## config.mk

```make
export PLATFORM = sky130hd
export DESIGN_NAME = alu_fixedpoint_seq
export DESIGN_NICKNAME = d
export VERILOG_FILES = /design/src/rtl/alu_fx_pkg.sv /design/src/rtl/fx_div_iter.sv /design/src/rtl/alu_fixedpoint_seq.sv
export SDC_FILE = /design/constraint.sdc
export NUM_CORES = 1
export LEC_CHECK = 0
export ABC_AREA = 0
export CAP_MARGIN = 5
export CORE_ASPECT_RATIO = 0.7
export CORE_UTILIZATION = 30
export DETAILED_ROUTE_END_ITERATION = 10
export GPL_TIMING_DRIVEN = 1
export PLACE_DENSITY_LB_ADDON = 0.05
export SYNTH_ARGS = -nofsm -noshare
export SYNTH_HDL_FRONTEND = slang
export SYNTH_SLANG_ARGS = --single-unit
```

## constraint.sdc

```tcl
create_clock -name clk -period 8.1 [get_ports clk]
set_input_delay 1.215 -clock clk [delete_from_list [all_inputs] [get_ports clk]]
set_output_delay 1.215 -clock clk [all_outputs]
set_load 0.005 [all_outputs]
```

## src/rtl/alu_fx_pkg.sv

```systemverilog
// Shared types and saturation helper for the sequential fixed-point ALU.
// fx_clamp works on a 64-bit signed intermediate and narrows it to dw bits.
package alu_fx_pkg;

    typedef enum logic [1:0] {
        OP_ADD = 2'b00,
        OP_SUB = 2'b01,
        OP_MUL = 2'b10,
        OP_DIV = 2'b11
    } op_e;

    typedef enum logic [1:0] {
        IDLE = 2'd0,
        DIV  = 2'd1,
        FIN  = 2'd2
    } state_e;

    localparam int WIDE_W = 64;

    typedef struct packed {
        logic [WIDE_W-1:0] value;
        logic              ovf;
    } clamp_t;

    // Values outside the dw-bit signed range go to max/min when sat is set;
    // otherwise they pass through and the caller keeps the low dw bits.
    function automatic clamp_t fx_clamp(input logic signed [WIDE_W-1:0] value,
                                        input logic sat, input int dw);
        logic signed [WIDE_W-1:0] max_v;
        logic signed [WIDE_W-1:0] min_v;
        clamp_t r;
        max_v = (64'sd1 <<< (dw - 1)) - 64'sd1;
        min_v = -max_v - 64'sd1;
        r.ovf = (value > max_v) || (value < min_v);
        if (r.ovf && sat) begin
            r.value = (value < 64'sd0) ? min_v : max_v;
        end else begin
            r.value = value;
        end
        return r;
    endfunction

endpackage

```

## src/rtl/fx_div_iter.sv

```systemverilog
// Unsigned restoring divider: one quotient bit per clock over QW iterations.
// done is high during the last iteration; quotient is final after that edge.
module fx_div_iter #(
    parameter int QW = 24
) (
    input  logic          clk,
    input  logic          rst_n,
    input  logic          start,
    input  logic [QW-1:0] dividend,
    input  logic [QW-1:0] divisor,
    output logic          busy,
    output logic          done,
    output logic [QW-1:0] quotient
);
    localparam int CW = $clog2(QW);

    logic [QW-1:0] rem_q;
    logic [QW-1:0] quo_q;
    logic [QW-1:0] div_q;
    logic [CW-1:0] cnt_q;
    logic [QW:0]   shifted;
    logic [QW:0]   diff;
    logic          take;

    // The dividend is shifted out of the quotient register as quotient bits enter.
    assign shifted  = {rem_q, quo_q[QW-1]};
    assign diff     = shifted - {1'b0, div_q};
    assign take     = !diff[QW];
    assign done     = busy && (cnt_q == CW'(QW - 1));
    assign quotient = quo_q;

    always_ff @(posedge clk) begin
        if (!rst_n) begin
            rem_q <= '0;
            quo_q <= '0;
            div_q <= '0;
            cnt_q <= '0;
            busy  <= 1'b0;
        end else if (start) begin
            rem_q <= '0;
            quo_q <= dividend;
            div_q <= divisor;
            cnt_q <= '0;
            busy  <= 1'b1;
        end else if (busy) begin
            rem_q <= take ? diff[QW-1:0] : shifted[QW-1:0];
            quo_q <= {quo_q[QW-2:0], take};
            cnt_q <= cnt_q + CW'(1);
            if (done) begin
                busy <= 1'b0;
            end
        end
    end

endmodule

```

## src/rtl/alu_fixedpoint_seq.sv

```systemverilog
// Sequential Q(INT_BITS).(FRAC_BITS) ALU with saturate/wrap and N/V/Z/DZ flags.
// Handshake: a transfer happens on a rising edge where valid && ready; valid holds its payload until then.
module alu_fixedpoint_seq
    import alu_fx_pkg::*;
#(
    parameter int  INT_BITS   = 7,
    parameter int  FRAC_BITS  = 8,
    localparam int DATA_WIDTH = 1 + INT_BITS + FRAC_BITS
) (
    input  logic                  clk,
    input  logic                  rst_n,
    input  logic                  in_valid,
    output logic                  in_ready,
    input  logic [DATA_WIDTH-1:0] a,
    input  logic [DATA_WIDTH-1:0] b,
    input  logic [1:0]            opcode,
    input  logic                  sat,
    output logic                  out_valid,
    input  logic                  out_ready,
    output logic [DATA_WIDTH-1:0] result,
    output logic                  flag_n,
    output logic                  flag_v,
    output logic                  flag_z,
    output logic                  flag_dz,
    output state_e                dbg_state
);
    localparam int QW  = DATA_WIDTH + FRAC_BITS;
    localparam int MSB = DATA_WIDTH - 1;

    state_e state, state_next;
    logic   pend;
    logic [MSB:0] a_q, b_q;
    op_e    op_q;
    logic   sat_q;
    logic   accept, div_start, out_free, load;
    logic   div_busy, div_done;
    logic [QW-1:0] quotient;
    logic [MSB:0]  abs_a, abs_b;
    logic signed [2*DATA_WIDTH-1:0] a_x, b_x, prod;
    logic signed [WIDE_W-1:0] a_w, b_w, prod_w, quo_w, wide;
    clamp_t cl;
    logic [MSB:0] res_next;
    logic v_next, dz_next;
    logic unused_hi;

    assign dbg_state = state;
    assign out_free  = !out_valid || out_ready;
    assign in_ready  = (state == IDLE) && !div_busy && out_free;
    assign accept    = in_valid && in_ready;
    assign div_start = accept && (op_e'(opcode) == OP_DIV) && (b != '0);
    // pend marks a latched single-cycle op (or div by zero) awaiting the output slot.
    assign load      = out_free && (pend || state == FIN);

    assign abs_a = a[MSB] ? -a : a;
    assign abs_b = b[MSB] ? -b : b;

    fx_div_iter #(.QW(QW)) u_div (
        .clk      (clk),
        .rst_n    (rst_n),
        .start    (div_start),
        .dividend ({abs_a, {FRAC_BITS{1'b0}}}),
        .divisor  ({{FRAC_BITS{1'b0}}, abs_b}),
        .busy     (div_busy),
        .done     (div_done),
        .quotient (quotient)
    );

    always_comb begin
        state_next = state;
        case (state)
            IDLE:    if (div_start) state_next = DIV;
            DIV:     if (div_done) state_next = FIN;
            FIN:     if (out_free) state_next = IDLE;
            default: state_next = IDLE;
        endcase
    end

    always_ff @(posedge clk) begin
        if (!rst_n) begin
            state <= IDLE;
            pend  <= 1'b0;
            a_q   <= '0;
            b_q   <= '0;
            op_q  <= OP_ADD;
            sat_q <= 1'b0;
        end else begin
            state <= state_next;
            if (accept) begin
                a_q   <= a;
                b_q   <= b;
                op_q  <= op_e'(opcode);
                sat_q <= sat;
                pend  <= !div_start;
            end else if (pend && out_free) begin
                pend <= 1'b0;
            end
        end
    end

    assign a_x    = {{DATA_WIDTH{a_q[MSB]}}, a_q};
    assign b_x    = {{DATA_WIDTH{b_q[MSB]}}, b_q};
    assign prod   = a_x * b_x;
    assign a_w    = {{(WIDE_W-DATA_WIDTH){a_q[MSB]}}, a_q};
    assign b_w    = {{(WIDE_W-DATA_WIDTH){b_q[MSB]}}, b_q};
    assign prod_w = {{(WIDE_W-2*DATA_WIDTH){prod[2*DATA_WIDTH-1]}}, prod};
    assign quo_w  = {{(WIDE_W-QW){1'b0}}, quotient};

    always_comb begin
        wide    = '0;
        dz_next = 1'b0;
        case (op_q)
            OP_ADD: wide = a_w + b_w;
            OP_SUB: wide = a_w - b_w;
            OP_MUL: wide = prod_w >>> FRAC_BITS;
            OP_DIV: begin
                dz_next = (b_q == '0);
                wide    = (a_q[MSB] ^ b_q[MSB]) ? -quo_w : quo_w;
            end
            default: wide = '0;
        endcase
        cl       = fx_clamp(wide, sat_q, DATA_WIDTH);
        res_next = cl.value[MSB:0];
        v_next   = cl.ovf;
        // Divide by zero saturates toward the sign of a, or yields zero.
        if (dz_next) begin
            v_next = 1'b1;
            if (!sat_q || a_q == '0) begin
                res_next = '0;
            end else if (a_q[MSB]) begin
                res_next = {1'b1, {MSB{1'b0}}};
            end else begin
                res_next = {1'b0, {MSB{1'b1}}};
            end
        end
    end

    assign unused_hi = ^cl.value[WIDE_W-1:DATA_WIDTH];

    always_ff @(posedge clk) begin
        if (!rst_n) begin
            out_valid <= 1'b0;
            result    <= '0;
            flag_n    <= 1'b0;
            flag_v    <= 1'b0;
            flag_z    <= 1'b0;
            flag_dz   <= 1'b0;
        end else if (load) begin
            out_valid <= 1'b1;
            result    <= res_next;
            flag_n    <= res_next[MSB];
            flag_v    <= v_next;
            flag_z    <= (res_next == '0);
            flag_dz   <= dz_next;
        end else if (out_ready) begin
            out_valid <= 1'b0;
        end
    end

endmodule

```

== Yosys cells after proc, flatten, opt, wreduce, memory -nomap -nowiden ==
Cells that the tools add are included.

* Register bits: 129
* Output and inout port bits: 24
* Logic and storage cells: 95

* Add/sub/neg operators: 7
* Magnitude comparators: 3
* Reductions and logical operators: 29
* Bitwise gates (word level): 2
* Mux-type cells: 25
* Equality and inequality tests: 10
* Multiply operators: 1

{| class="wikitable"
|+ Operators by type and width
! operator !! number
|-
| $pmux 64 s4 || 1
|-
| $mux 16 || 7
|-
| $mux 24 || 3
|-
| $gt 64x16->1 const B || 1
|-
| $lt 64x1->1 const B || 1
|-
| $lt 64x16->1 const B || 1
|-
| $mux 64 || 1
|-
| $neg 24->64 || 1
|-
| $logic_not 16->1 || 3
|-
| $mul 16x16->32 || 1
|-
| $neg 16->16 || 2
|-
| $sub 25x16->25 || 1
|-
| $add 16x16->17 || 1
|-
| $sub 16x16->17 || 1
|-
| $reduce_bool 16->1 || 1
|-
| $logic_and 1x1->1 || 9
|-
| $mux 1 || 9
|-
| $eq 2x2->1 const B || 4
|-
| $mux 2 || 3
|-
| $ne 2x2->1 const B || 3
|-
| $pmux 2 s3 || 1
|-
| $reduce_bool 2->1 || 3
|-
| $add 5x1->5 const B || 1
|-
| $eq 5x5->1 const B || 1
|-
| 8 further kinds || 17
|}

== Longest topological paths before layout ==
Gate-level depths: netlist (run 1).

* Depth in word-level cells: 9
* Mapped depth: 31
* Gate-level depth less buffers: 27

== Hierarchy ==
A second synthesis (run 1) with hierarchy kept.

* Cells, all modules: 2,512
* Area total of the unflattened synthesis: 20,504.7 um^2

{| class="wikitable"
|+ Modules (own cells, without submodules)
! module !! cells each !! times used !! area each (um^2) !! seq. area each (um^2)
|-
| alu_fixedpoint_seq || 1,968 || 1 || 15,791.4 || 1,161.1
|-
| fx_div_iter || 544 || 1 || 4,713.3 || 1,561.5
|}

== Worst setup path after synthesis (run 1) ==
OpenSTA, ideal clock, no wires.

* Path type: reg2reg
* From: register a_q[15]
* To: register result[13]
* Stages on the path, launching flop included: 27
* Setup time: 0.070 ns
* Slack: 0.563 ns
* Data required time: 8.030 ns
* Period minus slack after synthesis: 7.537 ns
* Arrival time: 7.467 ns
* Path through: dfxtp_1 > clkbuf_1 > clkbuf_1 > nand2_1 > fa_1 > inv_1 > fa_1 > inv_1 > fa_1 > fa_1 > fa_1 > fa_1 > inv_1 > ha_1 > clkbuf_1 > nand4_1 > or4_1 > o2bb2ai_1 > a211oi_1 > o211ai_1 > o311ai_1 > o41ai_2 > o211ai_2 > and2_4 > buf_6 > a211o_1 > a21oi_1

* Cells in the longest elaborated chain, start to end: 8
* Elaborated cells on any way between the ends: 18

{| class="wikitable"
|+ RTL lines
! what !! RTL line !! text
|-
| start: declaration || alu_fixedpoint_seq.sv:32 || <nowiki>logic [MSB:0] a_q, b_q;</nowiki>
|-
| start signal: assignment || alu_fixedpoint_seq.sv:82 || <nowiki>a_q <= '0;</nowiki>
|-
| start signal: assignment || alu_fixedpoint_seq.sv:89 || <nowiki>a_q <= a;</nowiki>
|-
| branches (longest 7 deep; another with $gt 64x16->1) || n/a ||
|-
| $mux 16 * || alu_fixedpoint_seq.sv:125 || <nowiki>if (dz_next) begin</nowiki>
|-
| end signal: assignment || alu_fixedpoint_seq.sv:149 || <nowiki>result <= res_next;</nowiki>
|-
| end: declaration || alu_fixedpoint_seq.sv:20 || <nowiki>output logic [DATA_WIDTH-1:0] result,</nowiki>
|}

Every way passes the cells marked *.
A chain may end at the register's enable or synchronous reset.

== Final worst setup path (run 1) ==
* From: register a_q[5]
* To: register result[4]

* Cells in the longest elaborated chain, start to end: 7
* Elaborated cells on any way between the ends: 15

{| class="wikitable"
|+ RTL lines
! what !! RTL line !! text
|-
| $mul 16x16->32, or another cell as far along || alu_fixedpoint_seq.sv:102 || <nowiki>assign prod = a_x * b_x;</nowiki>
|-
| $pmux 64 s4 || alu_fixedpoint_seq.sv:111 || <nowiki>case (op_q)</nowiki>
|-
| $gt 64x16->1 or $lt 64x16->1 (tied branches) || alu_fx_pkg.sv:34 || <nowiki>r.ovf = (value > max_v) || (value < min_v);</nowiki>
|-
| $logic_or 1x1->1 || alu_fx_pkg.sv:34 ||
|-
| $logic_and 1x1->1 || alu_fx_pkg.sv:35 || <nowiki>if (r.ovf && sat) begin</nowiki>
|-
| $mux 16 || alu_fx_pkg.sv:35 ||
|-
| $mux 16 * || alu_fixedpoint_seq.sv:125 ||
|}

Every way passes the cells marked *; elsewhere a longest branch is shown, timed or not.

==> metrics, run 1 <==
CTS tree=done; post-synth top area cell=fa_1; Layout Cells excl Fill=roughly 3300; CP Capture Type=flip-flop; crit start category=flip-flop; DRT iter0 DRCs=1254; register bit total from synthesis=~130; Netlist cell types=between 80 and 90; Synth top area share=27.2%; Core ar.=roughly 64000 sq um; Skew-Pair Late Insertion Delay=~450 ps; Post-DP HPWL=57800 um; Clock Skew=between 10 and 15 ps; Post-synth EDFFs=0; peak supply drop=0.144 mV; DR vias=between 15000 and 20000; first drt pass iteration count=6; # setup viols final=0; Post-Synthesis Net Count=~2800; M1 WL=about 37000 um; Num CTS Buffers=17; Final ANT Viol Nets=0; clock buffer depth=2; DRC Markers=0; Worst Setup Path Type=flip-flop to flip-flop; Post-Syn Area=between 15000 and 20000 sq um; Static Leakage=between 10 and 15 nW; run status=finished clean; final WL=around 71000 um; Rows=77; crit path max fanout=13; sequential fraction of the synthesis area=13.2%; initial antenna violation count=5; Met2 Wirelength=slightly below 30000 um; PortBufs=62; max-slew violations=0; Rel. slew slack=about a fifth; Root Driver=clkbuf_16; Final Cell Area=approximately 22000 sq um; ys async rst share=0%; Avg Vias per Cell=approximately 5; die area=~66000 sq um; Syn Area/Cell=roughly 8.3 sq um; most frequent cell after synthesis=inv_1; Total Routing Usage GR=22.3%; Final Hold Fails=0; Max-cap violations=0; period utilisation layout=96.1%; CTS clk-pin slew, worst paths=70 ps; crit path DAT=a little over 8000 ps; Clock Sinks=128; Final nets=between 2000 and 3000; chip width=306 um; worst path required time=8380 ps; Layout area overhead=13.8%; H-tree depth=4; GP Congestion=0.884; crit path time final=around 7800 ps; GRT overflow=0; initial core utilization=between 30 and 40%; RSZ-0062 raised after global routing=no; Worst Tran Pin Value=roughly 1200 ps; Synth top cells by count=inv_1, nand2_1, fa_1; largest net degree at the start of global routing=87; Post-synth top flop=dfxtp_1; I/O pin total=63; post-route setup slack=approximately 320 ps; vias in the first global route=~17000; Synth area leaders=fa_1, dfxtp_1, ha_1, inv_1, nand2_1; setup TNS=0 ps; Syn. warnings=0; met3 wire length=4030 um; layout cells sized above 1=between 7 and 8%; placed inst area=between 20000 and 25000 sq um; first-pass GRT wire length=~110000 um; Setup WS pre-CTS=19.8 ps; Power per Cell Area=between 100 and 150 nW/um^2; Hold Path Class=flip-flop to flip-flop; Max Freq=around 130 MHz; Placed Instances=between 3000 and 4000; cell count after synthesis=around 2300; routed length per placed instance=21.9 um; Top Layer Used=met5; die height=215 um
layout make-up:
type                            count  area (sq um)
Sequential cell                   128          2570
Multi-Input combinational cell   1701         14900
Timing Repair Buffer              155          1410
Antenna cell                        3          7.51
Inverter                          408          1540
Fill cell                        6762         41500
Clock buffer                       19           443
Clock inverter                     13           163
Tap cell                          829          1040
per-layer routing:
metal / GRT usage, % / vias to the layer above
met5: 0 / -
met4: 4.00 / 4
met3: 4.10 / 51
met2: 31.6 / 388
met1: 34.9 / 8201
li1: - / 7732
critical path: stages, from the launching register on:
cell and delay, ps:
dfxtp_1 500, buf_12 250, ha_1 320, fa_1 570, inv_1 60, fa_1 430, fa_1 460, fa_1 500
inv_1 60, fa_1 540, inv_1 70, fa_1 530, inv_1 70, ha_1 400, nand3_1 250, o31ai_4 530
o21ai_2 200, or4_1 490, and3_4 210, o41ai_2 340, o211ai_2 210, nand3_2 180, buf_12 160, mux2i_1 190
a211oi_1 90
sequential cells by signal (all words and copies together) (netlist names), 2 cells and up:
register / count
u_div.div_q: 16
a_q: 16
dbg_state: 2
u_div.rem_q: 24
u_div.quotient: 24
result: 16
b_q: 16
u_div.cnt_q: 5
op_q: 2
cell usage in the layout (no fill, tap or decap), drive strengths merged, types with 12 or more instances in the layout:
master / n
clkdlybuf4s50: 61
nand4: 18
nor4: 21
fa: 264
ha: 133
and2: 101
nor2b: 16
o211a: 18
nand2: 293
xor2: 45
o21ai: 71
nand3: 24
a21oi: 67
xnor2: 66
buf: 94
o31ai: 12
a31oi: 21
a21o: 19
or3: 15
nor3: 42
dfxtp: 128
mux2i: 36
nor2: 151
a22oi: 17
clkbuf: 19
a21boi: 59
nand2b: 23
inv: 406
a211oi: 39
metrics by stage:
step | util, % | power, W | hold WS, ps
after floorplan | - | 0.00169 | 459
after global placement | 33.6 | 0.00222 | 470
after detailed placement | 33.6 | 0.00222 | 475
after CTS | 34.6 | 0.00308 | 483
after global routing | 34.8 | 0.00328 | 518
final | 34.8 | 0.00306 | 480
what timing repair did:
item | 4_1_cts | 5_1_grt
resized for setup | 1 | 17
hold buffers | 0 | 0
pin swaps | 0 | 2
setup endpoints to repair | 1 | 17
setup buffers | 0 | 4
path summary, 6_finish.rpt:
check	startpoint	endpoint	slack, ps	depth (start not counted)
min	flag_dz	flag_dz	480	2
max	a_q[5]	result[4]	320	24
max reg2reg	a_q[5]	result[4]	320	24
min reg2reg	flag_dz	flag_dz	480	2
cells by family (layout without fill, tap and decap cells):
logic type	Yosys count	after routing	synth area share, %
XOR/XNOR	111	111	5.01
AO/OA/AOI/OAI	407	407	14.8
adder cells (fa/ha/maj)	397	397	35.8
buffers and inverters	520	595	10.2
other	0	3	0
multiplexers	43	43	2.61
AND/OR/NAND/NOR	743	743	18.4
flip-flops	128	128	13.2
report_power, final:
part / switching (W) / internal, W
Clock: 0.000355 / 0.000494
Sequential: 0.0000587 / 0.000667
Combinational: 0.000904 / 0.000582
(Power assumes the default switching activity.)
==> run 2, diff against run 1 <==
Settings changed: CAP_MARGIN 5 to not set.
==> results of run 2 <==
No change in the layout: final DEF, timing and power equal those of run 1.
==> run 3, diff against run 2 <==
Settings changed: MAX_ROUTING_LAYER set to met4.
Clock period 8.1 ns to 6.8 ns, I/O delays scaled along.
==> run 3 against run 2 <==
  * The flow now finishes with violations (negative setup slack)
  * Die area unchanged
  * Sequential power rose by 17%
  * Maximum frequency up 8.4%
  * Non-clock buffer count grew 227
  * Register-to-register slack got worse by 700 ps
  * First-iteration DRC count up 17%
  * Sequential share of layout area fell by 1.2 points
  * Critical path type unchanged
==> metrics, run 3 (synthesis results as in run 1) <==
most frequent cells in the layout=inv_1, nand2_1, buf_4; layout cells sized above 1=21.6% (+14 points); most common cell after layout, fill and taps aside=inv_1; routed length per placed instance=20.8 um (-4.9%); Clock Skew=13.7 ps (-0.695 ps); Logic pwr share=55.0% (+6.4 points); PortBufs=62 (unchanged); hold wc startpoint=flag_dz; crit path max fanout=5 (-8); Avg Vias per Cell=4.95 (-1.6%); H-tree depth=4 (unchanged); die height=215 um (unchanged); peak supply drop=0.171 mV (+19%); Total Routing Usage GR=23.1% (+0.79 points); slowest cell on the critical path=fa_1; Final Cell Area=25100 sq um (+14%); Worst Tran Pin Value=1160 ps (-53.5 ps); Final ANT Viol Nets=0 (unchanged); GRT overflow=0 (unchanged); I/O pin total=63 (unchanged); worst path required time=7140 ps (-1240 ps); first-pass GRT wire length=112000 um (+1.0%); Final nets=3075 (+8.0%); Layout area overhead=29.5%; Skew-Pair Late Insertion Delay=450 ps (about the same); Net Switching=0.00173 W (+31%); Core ar.=63600 sq um (unchanged); DRT iter0 DRCs=1468 (+17%); largest net degree at the start of global routing=71 (-18%); Rows=77 (unchanged); violated checks=negative setup slack; CTS clk-pin slew, worst paths=70 ps (about the same); Power per Cell Area=160 nW/um^2 (+16%); R2R cell count=30 (+25%); Flop pwr share=21.0% (-2.7 points); Critical Path End=result[6]; RR Endpoint=result[6]; Worst Setup Path Type=flip-flop to flip-flop; Final Hold Fails=0 (unchanged); Buf/Inv on CP=11 (+5); crit path time final=7180 ps (-604 ps); post-route setup slack=-380 ps (-696 ps); Core Util, Final=39.5% (+4.8 points); design internal power=0.00231 W (+32%); kind of cell adding the most delay to the critical path=adder cells; crit path DAT=7520 ps (-540 ps); CP Capture Type=flip-flop; WP depth=30 (+25%); CTS Hold Buffers Added=0 (unchanged); Fillers=6577 (-2.7%); Clock Sinks=128 (unchanged); Setup crit start=a_q[6]; Static Leakage=11.4 nW (+13%); Hold Path Class=flip-flop to flip-flop; period utilisation layout=106% (+9.5 points); clock buffer depth=2 (unchanged); Worst path most repeated cell=fa_1; Num CTS Buffers=17 (unchanged); Sw Ratio=42.9% (-0.19 points); first drt pass iteration count=5 (-1); Rel. slew slack=22.6% (+3.6 points); GP Congestion=0.911 (+3.0%); DR vias=17200 (+5.3%); Root Driver=clkbuf_16; Post-DP HPWL=59500 um (+2.9%); die area=65800 sq um (unchanged); max-slew violations=0 (unchanged); reg2reg setup slack=-380 ps (-700 ps); initial core utilization=30.5% (unchanged); Max-cap violations=0 (unchanged); clock power share=24.0% (-3.7 points); final WL=72500 um (+1.7%); biggest cell delay along the critical path=550 ps (-20 ps); crit start category=flip-flop; FF-to-FF Start=a_q[6]; DRC Markers=0 (unchanged); Max Freq=139 MHz (+8.4%); vias in the first global route=17600 (+4.4%); chip width=306 um (unchanged); run status=finished, violations left; # setup viols final=17 (+17); initial antenna violation count=3 (-2); CTS tree=done; RSZ-0062 raised after global routing=yes; placed inst area=23000 sq um (+7.4%)
==> run 3: cell count changes in the layout (fill, tap and decap cells not counted), sizes merged <==
cell	before	now
and2	101	102
buf	94	319
bufinv	3	1
clkinv	11	4
clkinvlp	1	3
diode	3	2
inv	406	415
==> run 3: how the worst min path moves through the flow <==
stage / endpoint / slack (ps) / cells past startpoint
detailed placement: flag_dz / 470 / 2
global route: flag_dz / 500 / 2
global placement: flag_dz / 460 / 2
CTS: flag_dz / 480 / 2
finish: flag_dz / 470 / 2
floorplan: flag_z / 460 / 2
==> run 3: per-stage QoR <==
stage | setup TNS, ps | worst slack, ps | hold WS [ps] | power (W) | std cells
after detailed placement | -14240 | -870 | 467 | 0.00280 | 3398
after global routing | -9640 | -615 | 501 | 0.00432 | 3483
after CTS | -4860 | -330 | 478 | 0.00395 | 3460
final | -5620 | -380 | 474 | 0.00403 | 3483
after global placement | -12890 | -751 | 464 | 0.00280 | 3398
after floorplan | -0.878 | -0.214 | 459 | 0.00205 | 2349
==> run 3: area by class of cell <==
cell class,instances,area [sq um],share of cell area [%]
Multi-Input combinational cell,1702,15900,63.1
Antenna cell,2,5.00,0.0199
Clock buffer,17,425,1.69
Inverter,408,1550,6.14
Sequential cell,128,2620,10.4
Timing Repair Buffer,382,3480,13.8
Clock inverter,15,160,0.637
Tap cell,829,1040,4.12
==> run 3: per-layer routing <==
layer	global-route usage, %	wire length [um]	up-vias
met5	-	0	-
met2	31.9	29900	366
met1	35.7	38600	8650
met4	3.88	800	0
met3	2.96	3200	38
li1	-	-	8187
==> run 3: repair_timing <==
item | 4_1_cts | 5_1_grt
buffers inserted | 30 | 21
pin swaps | 55 | 56
gates resized for setup | 140 | 106
cloned | 0 | 3
setup endpoints to repair | 18 | 18
==> run 3: power by group through the flow <==
stage | clock network, W | registers [W] | logic (W)
after global routing | 0.00103 | 0.000852 | 0.00245
after global placement | 0 | 0.000864 | 0.00194
after detailed placement | 0 | 0.000866 | 0.00193
final | 0.000970 | 0.000847 | 0.00222
after CTS | 0.000993 | 0.000848 | 0.00211
after floorplan | 0 | 0.000849 | 0.00120
==> run 3: worst min-delay path, cell delays in order (launching register included) <==
cell	delay (ps)
dfxtp_1	320
nand2_1	50
a21boi_0	60
